<file path="src/rtl/instruction_fetch_pkg.sv">
// -----------------------------------------------------------------------------
// instruction_fetch_pkg
// Shared definitions for the IF stage: the NOP encoding used for IF/ID
// bubbles, the fetch FSM state encodings and the sequential PC increment.
// -----------------------------------------------------------------------------
package instruction_fetch_pkg;

    // addi x0, x0, 0
    localparam logic [31:0] NOP_INSTR = 32'h0000_0013;
    localparam logic [31:0] PC_INCR   = 32'd4;

    typedef enum logic [0:0] {
        ST_FETCH = 1'b0,
        ST_DRAIN = 1'b1
    } fetch_state_e;

    // A fetch target is misaligned when its two low bits are not zero.
    function automatic logic is_misaligned(input logic [31:0] pc);
        return (pc[1:0] != 2'b00);
    endfunction

endpackage

</file>
<file path="src/rtl/fetch_fifo.sv">
// -----------------------------------------------------------------------------
// fetch_fifo
// Small synchronous FIFO used by the IF stage for the instruction buffer and
// for the queue of PCs belonging to outstanding fetches. A push into a full
// FIFO is accepted only when a pop happens in the same cycle. Clear has
// priority over push and pop.
// Ports:
//   clk, reset_n   clock, synchronous active-low reset
//   i_push/i_data  write request and data
//   i_pop          read request (head advances)
//   i_clear        empty the FIFO
//   o_data         head entry (valid when !o_empty)
//   o_full/o_empty/o_count  occupancy status
// DEPTH must be a power of two, >= 2.
// -----------------------------------------------------------------------------
module fetch_fifo #(
    parameter int DEPTH = 2,
    parameter int WIDTH = 32
) (
    input  logic                   clk,
    input  logic                   reset_n,
    input  logic                   i_push,
    input  logic [WIDTH-1:0]       i_data,
    input  logic                   i_pop,
    input  logic                   i_clear,
    output logic [WIDTH-1:0]       o_data,
    output logic                   o_full,
    output logic                   o_empty,
    output logic [$clog2(DEPTH):0] o_count
);

    localparam int AW = $clog2(DEPTH);
    localparam int CW = AW + 1;
    localparam logic [CW-1:0] FULL_CNT = CW'(DEPTH);

    logic [WIDTH-1:0] r_mem [DEPTH];
    logic [AW-1:0]    r_wr_ptr;
    logic [AW-1:0]    r_rd_ptr;
    logic [CW-1:0]    r_count;
    logic             w_push;
    logic             w_pop;

    assign w_pop  = i_pop && (r_count != '0);
    assign w_push = i_push && ((r_count != FULL_CNT) || w_pop);

    // Storage array; contents are only observed while the entry is occupied.
    always_ff @(posedge clk) begin
        if (w_push && !i_clear) begin
            r_mem[r_wr_ptr] <= i_data;
        end
    end

    // Pointer and occupancy bookkeeping.
    always_ff @(posedge clk) begin
        if (!reset_n) begin
            r_wr_ptr <= '0;
            r_rd_ptr <= '0;
            r_count  <= '0;
        end else if (i_clear) begin
            r_wr_ptr <= '0;
            r_rd_ptr <= '0;
            r_count  <= '0;
        end else begin
            if (w_push) begin
                r_wr_ptr <= r_wr_ptr + AW'(1);
            end
            if (w_pop) begin
                r_rd_ptr <= r_rd_ptr + AW'(1);
            end
            case ({w_push, w_pop})
                2'b10:   r_count <= r_count + CW'(1);
                2'b01:   r_count <= r_count - CW'(1);
                default: r_count <= r_count;
            endcase
        end
    end

    assign o_data  = r_mem[r_rd_ptr];
    assign o_empty = (r_count == '0);
    assign o_full  = (r_count == FULL_CNT);
    assign o_count = r_count;

endmodule

</file>
<file path="src/rtl/instruction_fetch.sv">
// -----------------------------------------------------------------------------
// instruction_fetch
// IF stage: owns the PC, issues in-order word fetches over a req/gnt/rvalid
// handshake, buffers returned words with their PCs and drives the IF/ID
// pipeline registers. Handles EX redirects and hazard-unit stall/flush.
// Optional feature macro: IF_MISALIGN_TRAP_EN (adds PIP_misalign_o and the
// misaligned-redirect trap; without it redirect targets are word-aligned).
// Ports:
//   clk, reset_n                clock, synchronous active-low reset
//   imem_req_o/imem_addr_o      fetch request and word address
//   imem_gnt_i                  request accepted this cycle
//   imem_rvalid_i/imem_rdata_i  in-order response
//   redirect_i/redirect_pc_i    taken branch/jump from EX and its target
//   if_stall_i / if_flush_i     hold IF/ID / load a bubble into IF/ID
//   PIP_instr_o/PIP_pc_o        IF/ID instruction and PC
//   PIP_misalign_o              IF/ID misaligned-target trap flag (optional)
// -----------------------------------------------------------------------------
module instruction_fetch
    import instruction_fetch_pkg::*;
#(
    parameter logic [31:0] RESET_PC  = 32'h0000_0000,
    parameter int          BUF_DEPTH = 2
) (
    input  logic        clk,
    input  logic        reset_n,
    output logic        imem_req_o,
    output logic [31:0] imem_addr_o,
    input  logic        imem_gnt_i,
    input  logic        imem_rvalid_i,
    input  logic [31:0] imem_rdata_i,
    input  logic        redirect_i,
    input  logic [31:0] redirect_pc_i,
    input  logic        if_stall_i,
    input  logic        if_flush_i,
    output logic [31:0] PIP_instr_o,
    output logic [31:0] PIP_pc_o
`ifdef IF_MISALIGN_TRAP_EN
    ,
    output logic        PIP_misalign_o
`endif
);

    localparam int CW = $clog2(BUF_DEPTH) + 1;
    localparam logic [CW-1:0] DEPTH_CNT = CW'(BUF_DEPTH);

    fetch_state_e r_state;
    logic [31:0]  r_fetch_pc;
    logic [CW-1:0] r_outst;
    logic [CW-1:0] r_discard;
    logic [31:0]  r_pip_instr;
    logic [31:0]  r_pip_pc;

    logic [31:0]  w_redirect_pc;
    logic         w_fetch_block;
    logic         w_credit_ok;
    logic         w_fire;
    logic         w_rsp_keep;
    logic         w_load;
    logic         w_bypass;
    logic         w_buf_push;
    logic         w_buf_pop;
    logic [CW-1:0] w_outst_next;

    logic [63:0]  w_buf_data;
    logic         w_buf_full;
    logic         w_buf_empty;
    logic [CW-1:0] w_buf_count;
    logic [31:0]  w_pcq_pc;
    logic         w_pcq_full;
    logic         w_pcq_empty;
    logic [CW-1:0] w_pcq_count;
    logic         w_unused;

`ifdef IF_MISALIGN_TRAP_EN
    logic r_trap_block;
    logic r_trap_pend;
    logic r_pip_misalign;
    logic w_redirect_mis;
    logic w_trap_load;

    assign w_redirect_pc  = redirect_pc_i;
    assign w_redirect_mis = is_misaligned(redirect_pc_i);
    assign w_fetch_block  = r_trap_block;
`else
    assign w_redirect_pc  = redirect_pc_i & 32'hFFFF_FFFC;
    assign w_fetch_block  = 1'b0;
`endif

    // Outstanding fetches plus buffered words may never exceed the buffer
    // depth, so every response is guaranteed a buffer slot.
    assign w_credit_ok = ({1'b0, r_outst} + {1'b0, w_buf_count}) < {1'b0, DEPTH_CNT};
    assign imem_req_o  = (r_state == ST_FETCH) && !redirect_i && !w_fetch_block && w_credit_ok;
    assign imem_addr_o = r_fetch_pc;
    assign w_fire      = imem_req_o && imem_gnt_i;

    // Responses are kept only when they belong to the current fetch stream.
    assign w_rsp_keep  = imem_rvalid_i && (r_state == ST_FETCH) && !redirect_i;

    // IF/ID takes a new value this cycle; an empty buffer lets the incoming
    // response go straight to IF/ID, which sustains one instruction per cycle.
    assign w_load      = !redirect_i && !if_flush_i && !if_stall_i;
    assign w_buf_pop   = w_load && !w_buf_empty;
    assign w_bypass    = w_load && w_buf_empty && w_rsp_keep;
    assign w_buf_push  = w_rsp_keep && !w_bypass;

    // Every response retires one outstanding fetch, whether kept or dropped.
    assign w_outst_next = r_outst + CW'(w_fire) - CW'(imem_rvalid_i);

    fetch_fifo #(
        .DEPTH (BUF_DEPTH),
        .WIDTH (32)
    ) u_pc_queue (
        .clk     (clk),
        .reset_n (reset_n),
        .i_push  (w_fire),
        .i_data  (r_fetch_pc),
        .i_pop   (w_rsp_keep),
        .i_clear (redirect_i),
        .o_data  (w_pcq_pc),
        .o_full  (w_pcq_full),
        .o_empty (w_pcq_empty),
        .o_count (w_pcq_count)
    );

    fetch_fifo #(
        .DEPTH (BUF_DEPTH),
        .WIDTH (64)
    ) u_instr_buf (
        .clk     (clk),
        .reset_n (reset_n),
        .i_push  (w_buf_push),
        .i_data  ({w_pcq_pc, imem_rdata_i}),
        .i_pop   (w_buf_pop),
        .i_clear (redirect_i),
        .o_data  (w_buf_data),
        .o_full  (w_buf_full),
        .o_empty (w_buf_empty),
        .o_count (w_buf_count)
    );

    assign w_unused = &{1'b0, w_pcq_full, w_pcq_empty, w_pcq_count, w_buf_full};

    // Fetch PC, outstanding count and drain FSM.
    always_ff @(posedge clk) begin
        if (!reset_n) begin
            r_state    <= ST_FETCH;
            r_fetch_pc <= RESET_PC;
            r_outst    <= '0;
            r_discard  <= '0;
        end else begin
            r_outst <= w_outst_next;
            if (redirect_i) begin
                r_fetch_pc <= w_redirect_pc;
            end else if (w_fire) begin
                r_fetch_pc <= r_fetch_pc + PC_INCR;
            end else begin
                r_fetch_pc <= r_fetch_pc;
            end
            case (r_state)
                ST_FETCH: begin
                    // Wrong-path fetches still in flight must be swallowed.
                    if (redirect_i && (w_outst_next != '0)) begin
                        r_state   <= ST_DRAIN;
                        r_discard <= w_outst_next;
                    end else begin
                        r_state   <= ST_FETCH;
                        r_discard <= '0;
                    end
                end
                ST_DRAIN: begin
                    if (imem_rvalid_i) begin
                        r_discard <= r_discard - CW'(1);
                        if (r_discard == CW'(1)) begin
                            r_state <= ST_FETCH;
                        end else begin
                            r_state <= ST_DRAIN;
                        end
                    end else begin
                        r_state   <= ST_DRAIN;
                        r_discard <= r_discard;
                    end
                end
                default: begin
                    r_state   <= ST_FETCH;
                    r_discard <= '0;
                end
            endcase
        end
    end

`ifdef IF_MISALIGN_TRAP_EN
    // The trap is reported once IF/ID would otherwise take a bubble; the
    // target PC is still held in r_fetch_pc because fetching is blocked.
    assign w_trap_load = w_load && w_buf_empty && !w_rsp_keep && r_trap_pend;

    // Misaligned-target trap tracking and the IF/ID trap flag.
    always_ff @(posedge clk) begin
        if (!reset_n) begin
            r_trap_block   <= 1'b0;
            r_trap_pend    <= 1'b0;
            r_pip_misalign <= 1'b0;
        end else begin
            if (redirect_i) begin
                r_trap_block <= w_redirect_mis;
                r_trap_pend  <= w_redirect_mis;
            end else if (w_trap_load) begin
                r_trap_block <= r_trap_block;
                r_trap_pend  <= 1'b0;
            end else begin
                r_trap_block <= r_trap_block;
                r_trap_pend  <= r_trap_pend;
            end
            if (redirect_i || if_flush_i) begin
                r_pip_misalign <= 1'b0;
            end else if (if_stall_i) begin
                r_pip_misalign <= r_pip_misalign;
            end else begin
                r_pip_misalign <= w_trap_load;
            end
        end
    end

    assign PIP_misalign_o = r_pip_misalign;
`endif

    // IF/ID pipeline registers: redirect/flush > stall > buffer > bypass > bubble.
    always_ff @(posedge clk) begin
        if (!reset_n) begin
            r_pip_instr <= NOP_INSTR;
            r_pip_pc    <= 32'h0000_0000;
        end else if (redirect_i || if_flush_i) begin
            r_pip_instr <= NOP_INSTR;
            r_pip_pc    <= 32'h0000_0000;
        end else if (if_stall_i) begin
            r_pip_instr <= r_pip_instr;
            r_pip_pc    <= r_pip_pc;
        end else if (!w_buf_empty) begin
            r_pip_instr <= w_buf_data[31:0];
            r_pip_pc    <= w_buf_data[63:32];
        end else if (w_rsp_keep) begin
            r_pip_instr <= imem_rdata_i;
            r_pip_pc    <= w_pcq_pc;
        end
`ifdef IF_MISALIGN_TRAP_EN
        else if (r_trap_pend) begin
            r_pip_instr <= NOP_INSTR;
            r_pip_pc    <= r_fetch_pc;
        end
`endif
        else begin
            r_pip_instr <= NOP_INSTR;
            r_pip_pc    <= 32'h0000_0000;
        end
    end

    assign PIP_instr_o = r_pip_instr;
    assign PIP_pc_o    = r_pip_pc;

endmodule

</file>
<file path="config.mk">
export PLATFORM = sky130hd
export DESIGN_NAME = instruction_fetch
export DESIGN_NICKNAME = d
export VERILOG_FILES = /design/src/rtl/instruction_fetch_pkg.sv /design/src/rtl/fetch_fifo.sv /design/src/rtl/instruction_fetch.sv
export SDC_FILE = /design/constraint.sdc
export NUM_CORES = 1
export LEC_CHECK = 0
export BUFFER_PORTS_ARGS = -buffer_cell sky130_fd_sc_hd__buf_2
export CORE_AREA = 2 2 139 175
export CTS_CLUSTER_SIZE = 25
export DETAILED_ROUTE_END_ITERATION = 16
export DIE_AREA = 0 0 141 177
export GPL_ROUTABILITY_DRIVEN = 1
export PLACE_DENSITY_LB_ADDON = 0.15
export SYNTH_ARGS = -nofsm -noshare
export SYNTH_HDL_FRONTEND = slang
export SYNTH_SLANG_ARGS = --single-unit
</file>
<file path="constraint.sdc">
create_clock -name clk -period 6 [get_ports clk]
set_input_delay 1.8 -clock clk [delete_from_list [all_inputs] [get_ports clk]]
set_output_delay 1.8 -clock clk [all_outputs]
set_load 0.02 [all_outputs]
</file>
==> results of run 1 <==
cell usage in the layout, fill, tap and decap left out, types with 17 or more instances in the layout:
master and count:
o311a_1 30, and2_1 38, nor2b_1 30, edfxtp_1 184, nor2_1 59, clkbuf_16 29, mux2i_1 33, a221oi_1 29
mux2_2 63, xnor2_1 17, buf_2 160, dfxtp_1 106, nand2b_1 30, a21oi_1 22, nand2_1 27, nor3_1 35
per-stage QoR:
step / instance area (sq um) / std cells / power [mW]
3_3_place_gp: 13000 / 1321 / 2.69
5_1_grt: 14000 / 1373 / 4.64
3_5_place_dp: 13000 / 1321 / 2.70
2_1_floorplan: 12000 / 922 / 2.57
4_1_cts: 14000 / 1373 / 4.52
6_report: 14000 / 1373 / 4.47
worst max-delay path by stage:
| stage | depth (start not counted) | end | slack, ns | startpoint |
|---|---|---|---|---|
| 3_3_place_gp | 3 | imem_req_o | 1.54 | redirect_i |
| 5_1_grt | 3 | imem_req_o | 1.51 | redirect_i |
| 4_1_cts | 3 | imem_req_o | 1.55 | redirect_i |
| 2_1_floorplan | 5 | u_instr_buf.r_mem[0][0] | 0.08 | if_stall_i |
| 6_report | 3 | imem_req_o | 1.56 | redirect_i |
| 3_5_place_dp | 3 | imem_req_o | 1.55 | redirect_i |
cell type report:
class,count,area (sq um),share of cell area (%)
clock buffer,35,768,5.49
sequential,291,7670,54.8
tap,292,365,2.61
clock inverter,17,194,1.39
timing repair buffer,172,916,6.54
multi-input combinational,556,4050,28.9
inverter,10,40.0,0.286
power groups by stage:
stage | clock network, mW | registers (mW) | logic (mW)
3_3_place_gp | 0 | 2.32 | 0.378
2_1_floorplan | 0 | 2.33 | 0.238
5_1_grt | 1.93 | 2.29 | 0.423
4_1_cts | 1.85 | 2.28 | 0.385
6_report | 1.82 | 2.28 | 0.380
3_5_place_dp | 0 | 2.32 | 0.383
flip-flops by register name, summed over array words and instances, names as in the netlist, 2 cells and up, named ones only:
register / cells
PIP_pc_o: 30
u_instr_buf.o_count: 2
u_instr_buf.r_mem: 124
u_pc_queue.o_count: 2
u_pc_queue.r_mem: 60
imem_addr_o: 30
r_discard: 2
PIP_instr_o: 32
r_outst: 2
cells by family after synthesis:
logic type	share of synthesized area, %
fa+ha+maj	0.689
flops	64.0
mux	8.67
simple gates	13.4
other cells	0.0313
buf+inv	2.65
compound gates	8.15
xor+xnor	2.41
worst max-delay path, delay by kind of cell:
family | cells | cell delay (ns)
buffers and inverters | 2 | 0.48
AND/OR/NAND/NOR | 1 | 0.35
per-layer routing:
metal | up-vias | share of wire [%] | global-route usage (%)
li1 | 3711 | - | -
met1 | 3727 | 45 | 27.3
met2 | 208 | 48 | 34.4
met3 | 45 | 4.7 | 2.68
met4 | 0 | 2.2 | 5.58
met5 | - | 0 | 0
==> results.yml, run 1 <==
synthesis:
  synthTopCellsByCount: "edfxtp_1, dfxtp_1, mux2_2, nor2_1, clkbuf_1"
  synth_area_leader_cell: "edfxtp_1"
  ys_ff_latch: 291
  yosysMostFrequentCell: "edfxtp_1"
  async_reset_ff_share_pct: 0
  synth.avg_cell_area_sq_um: 13.0
  synth_cell_type_count: 58
  synth.area.top_cells: "edfxtp_1, dfxtp_1, mux2_2"
  netlist.area_leader.share_pct: 46.1
  synth_seq_area_share_pct: 64.0
  synthFlopType: "edfxtp_1"
  yosys_warnings: 0
  synthesis.area_sq_um: 12000
  synth_edf_count: 184
  syn_inst: 919
pwr:
  p_int_mw: 3.45
  p_leak_nw: 5.28
  powerDensity_nw_per_um2: 320
  p_clk_share_pct: 40.6
  p_sw_share_pct: 23.0
  combPwrFrac_pct: 8.5
  switchingPower_mw: 1.03
  ir_drop_uv: 226
  seqPwrFrac_pct: 50.9
detailed_routing:
  vias_per_cell: 5.60
  ant_nets: 0
  drtPass1Iterations: 5
  routedWlPerCell_microns: 18.4
  finalWirelength_microns: 25200
  drtIter0Drc: 375
  dr_total_vias: 7691
  drc_errors: 0
critical_path:
  critPathLaunchType: "input port"
  crit_path_cell_trace: "buf_2, nor4_4, buf_2"
  reg2regPathDepth: 12
  cpMostUsedCell: "buf_2"
  crit_type: "input port to output pin"
  reg2reg_to: "r_state"
  cp-end-kind: "output pin"
  slowest_delay_ns: 0.35
  reg2reg_slack_ns: 2.67
  critPathMaxFanout: 24
  critical_path.slowest_cell: "nor4_4"
  critPathArrivalTime_ns: 2.64
  r2r_start: "u_instr_buf.o_count[0]"
  required_ns: 4.20
timing:
  slew_violations: 0
  slew_headroom_pct: 33.2
  rsz0062_at_grt: "no"
  whs_ns: 0.487
  tightest_slew_ns: 0.993
  finalHoldViolCount: 0
  setup_viol: 0
  tns_ns: 0
  finClkSkew_ns: 0.0162
  fin_crit_sh_pct: 74.0
  setup_ws_ns: 1.56
  fmax_mhz: 225
  min_period_ns: 4.44
hold_path:
  hold_start: "PIP_instr_o[0]"
  hp-class: "flip-flop to flip-flop"
  hold_depth: 2
  hold_path_end: "PIP_instr_o[0]"
clock_network:
  post_cts_buffers: 0
  cts_sinks: 291
  cts-resized-gates: 0
  cts-buffers-inserted: 28
  cts_tree: "done"
  clkTransAtPathRegs_ns: 0.06
  insertion_delay_ns: 0.53
  clockRootBuffer: "clkbuf_16"
  h-tree-depth: 1
  cts_buffer_depth: 3
  cts_hold_buf: 0
floorplan:
  die_x_microns: 141
  row_count: 63
  core_area_sq_um: 23400
  dieHeight_microns: 177
  initial_core_util_pct: 51.2
  io-pin-count: 168
  dieArea_sq_um: 25000
run:
  cap_violations: 0
placement:
  io_buffers: 161
  place_congestion: 0.817
  dp_hpwl_microns: 15700
  dp_slack_ns: 1.55
finish:
  nets: 1136
  final_util_pct: 59.8
  syn2layout_area_growth_pct: 16.8
  n_fill_cell: 1888
  diodes: 0
  drive_gt1_share_pct: 27.9
global_routing:
  antenna_found_initial: 0
  grt_pass1_vias: 7594
  grt_first_pass_wirelength_microns: 40400
  track_usage_pct: 20.2
  grt_remaining_overflow: 0
  grt_start_max_net_pins: 67
status:
  status: "finished, final reports clean"
Power figures use the tool's default switching activity.
==> run 2, diff against run 1 <==
--- a/config.mk
+++ b/config.mk
@@ -5,11 +5,12 @@
 export SDC_FILE = /design/constraint.sdc
 export NUM_CORES = 1
 export LEC_CHECK = 0
+export ABC_AREA = 1
 export BUFFER_PORTS_ARGS = -buffer_cell sky130_fd_sc_hd__buf_2
-export CORE_AREA = 2 2 139 175
+export CORE_AREA = 2 2 134 168
 export CTS_CLUSTER_SIZE = 25
 export DETAILED_ROUTE_END_ITERATION = 16
-export DIE_AREA = 0 0 141 177
+export DIE_AREA = 0 0 136 170
 export GPL_ROUTABILITY_DRIVEN = 1
 export PLACE_DENSITY_LB_ADDON = 0.15
 export SYNTH_ARGS = -nofsm -noshare
==> constraint.sdc (replaced) <==
create_clock -name clk -period 4.45 [get_ports clk]
set_input_delay 1.335 -clock clk [delete_from_list [all_inputs] [get_ports clk]]
set_output_delay 1.335 -clock clk [all_outputs]
set_load 0.02 [all_outputs]
==> run 2 against run 1 <==
Compared with the run above:
- utilization rose by 5.4 points
- area after synthesis is 0.83% higher
- non-clock buffer count increased by 4
- cell count rose by 18%
- largest power group unchanged
==> results.yml, run 2 <==
finish:
  final_common_cell: "nand2_1"
  final_util_pct: 65.2
  nets: 1401
  n_fill_cell: 1728
  multiInputGateArea_sq_um: 3820
  largest_register_ffs: 124
  fin_area_sq_um: 14000
  final_cell_mix: "nand2_1, edfxtp_1, buf_2"
  sequential_cell_area_sq_um: 7670
  regMostFlops: "u_instr_buf.r_mem"
  diodes: 0
  drive_gt1_share_pct: 22.1
  syn2layout_area_growth_pct: 15.8
timing:
  tns_ns: 0
  finalHoldViolCount: 0
  slew_violations: 0
  fmax_mhz: 276
  tightest_slew_ns: 1.05
  min_period_ns: 3.62
  setup_viol: 0
  finClkSkew_ns: 0.0130
  slew_headroom_pct: 29.9
  fin_crit_sh_pct: 81.4
  rsz0062_at_grt: "no"
clock_network:
  insertion_delay_ns: 0.53
  h-tree-depth: 1
  post_cts_buffers: 0
  cts_hold_buf: 0
  clkTransAtPathRegs_ns: 0.06
  cts-buffers-inserted: 28
  cts_sinks: 291
  cts_tree: "done"
  cts_buffer_depth: 3
  clockRootBuffer: "clkbuf_16"
  cts-resized-gates: 0
critical_path:
  critPathLaunchType: "input port"
  cp-end-kind: "output pin"
  cpMostUsedCell: "buf_2"
  crit_path_cell_trace: "buf_2, nor2_4, nand3_1, inv_1, buf_2"
  r2r_start: "u_instr_buf.o_count[0]"
  required_ns: 3.12
  critical_path.slowest_cell: "buf_2"
  reg2reg_to: "u_pc_queue.r_mem[0][26]"
  reg2regPathDepth: 9
  crit_type: "input port to output pin"
  reg2reg_slack_ns: 2.11
  slowest_delay_ns: 0.53
  critPathMaxFanout: 33
  critPathArrivalTime_ns: 2.29
synthesis:
  async_reset_ff_share_pct: 0
  synthFlopType: "edfxtp_1"
  netlist.area_leader.share_pct: 45.7
  yosys_warnings: 0
  syn_inst: 1177
  synth_cell_type_count: 37
  synthesis.area_sq_um: 12100
  ys_ff_latch: 291
  yosysMostFrequentCell: "nand2_1"
  synth_edf_count: 184
  synth_area_leader_cell: "edfxtp_1"
  synth.avg_cell_area_sq_um: 10.3
  synth.area.top_cells: "edfxtp_1, dfxtp_1, nand2_1"
  synthTopCellsByCount: "nand2_1, edfxtp_1, nor2_1"
  synth_seq_area_share_pct: 63.4
placement:
  place_congestion: 0.844
  dp_hpwl_microns: 16400
  io_buffers: 161
  placed_area_sq_um: 13100
run:
  cap_violations: 0
global_routing:
  grt_first_pass_wirelength_microns: 41800
  grt_pass1_vias: 8398
  track_usage_pct: 22.7
  antenna_found_initial: 0
  grt_remaining_overflow: 0
  grt_start_max_net_pins: 83
detailed_routing:
  drtPass1Iterations: 5
  finalWirelength_microns: 26300
  drc_errors: 0
  routedWlPerCell_microns: 16.2
  vias_per_cell: 5.42
  drtIter0Drc: 526
  ant_nets: 0
  dr_total_vias: 8795
hold_path:
  hp-class: "flip-flop to flip-flop"
  hold_start: "u_pc_queue.r_rd_ptr"
  hold_path_end: "u_pc_queue.r_rd_ptr"
  hold_depth: 1
floorplan:
  core_area_sq_um: 21500
  dieHeight_microns: 170
  dieArea_sq_um: 23100
  io-pin-count: 168
  initial_core_util_pct: 56.3
  row_count: 60
  die_x_microns: 136
status:
  status: "finished, final reports clean"
pwr:
  powerDensity_nw_per_um2: 430
  ir_drop_uv: 330
  p_leak_nw: 5.29
-- run 2: changes by cell type after synthesis, sizes merged, moves of 29 or more --
| cell | delta |
|---|---|
| nand2b | -30 |
| mux2i | -33 |
| inv | +71 |
| nand2 | +187 |
| nor2 | +104 |
| o311a | -30 |
| o21ai | +141 |
| nand3 | +33 |
| nor2b | -31 |
| nor3 | -35 |
| a31oi | +62 |
| a221oi | -29 |
| mux2 | -33 |
| and2 | -37 |
-- run 2: layout make-up --
type | instances | share of cell area [%]
Clock buffer | 41 | 5.72
Clock inverter | 10 | 0.733
Inverter | 81 | 2.20
Multi-Input combinational cell | 746 | 27.3
Sequential cell | 291 | 54.8
Tap cell | 279 | 2.49
Timing Repair Buffer | 176 | 6.83
-- run 2: cells by family after synthesis --
group                    Yosys count  share of synthesized area, %
other                              1                        0.0310
XOR/XNOR                           9                         0.652
AO/OA/AOI/OAI                    262                          12.2
AND/OR/NAND/NOR                  435                          15.0
buffers and inverters            143                          5.18
multiplexers                      30                          2.79
flip-flops                       291                          63.4
adder cells (fa/ha/maj)            6                         0.683
-- run 2: layer usage --
| layer | share of wire [%] | track usage (%) | vias up |
|---|---|---|---|
| li1 | - | - | 4341 |
| met1 | 42 | 29.0 | 4142 |
| met2 | 50 | 39.9 | 265 |
| met3 | 5.9 | 2.86 | 47 |
| met4 | 2.5 | 7.47 | 0 |
| met5 | 0 | 0 | - |
-- run 2: worst max path at each step --
stage                          start                       to  slack (ns)  cells past startpoint
after global routing      redirect_i               imem_req_o        0.74                      5
final                     redirect_i               imem_req_o        0.83                      5
after detailed placement  redirect_i               imem_req_o        0.80                      5
after CTS                 redirect_i               imem_req_o        0.80                      5
after floorplan           if_stall_i  u_instr_buf.r_mem[0][0]        0.37                      6
after global placement    redirect_i               imem_req_o        0.81                      5
-- run 2: where the power goes --
part | internal, mW | leakage (nW) | switching [mW]
registers | 3.04 | 2.56 | 0.0830
clock network | 1.36 | 0.445 | 0.955
logic | 0.190 | 2.28 | 0.395
-- run 2: worst max-delay path: cells and delay by family --
kind | cells | cell delay [ns]
buf+inv | 3 | 0.72
simple gates | 2 | 0.23
-- run 2: through the flow --
stage / worst slack (ns) / power [mW] / hold slack [ns] / std cells
5_1_grt: 0.737 / 6.26 / 0.482 / 1624
2_1_floorplan: 0.367 / 3.57 / 0.425 / 1180
4_1_cts: 0.796 / 6.08 / 0.455 / 1624
3_5_place_dp: 0.796 / 3.77 / 0.446 / 1573
3_3_place_gp: 0.805 / 3.75 / 0.438 / 1573
6_report: 0.827 / 6.02 / 0.454 / 1624
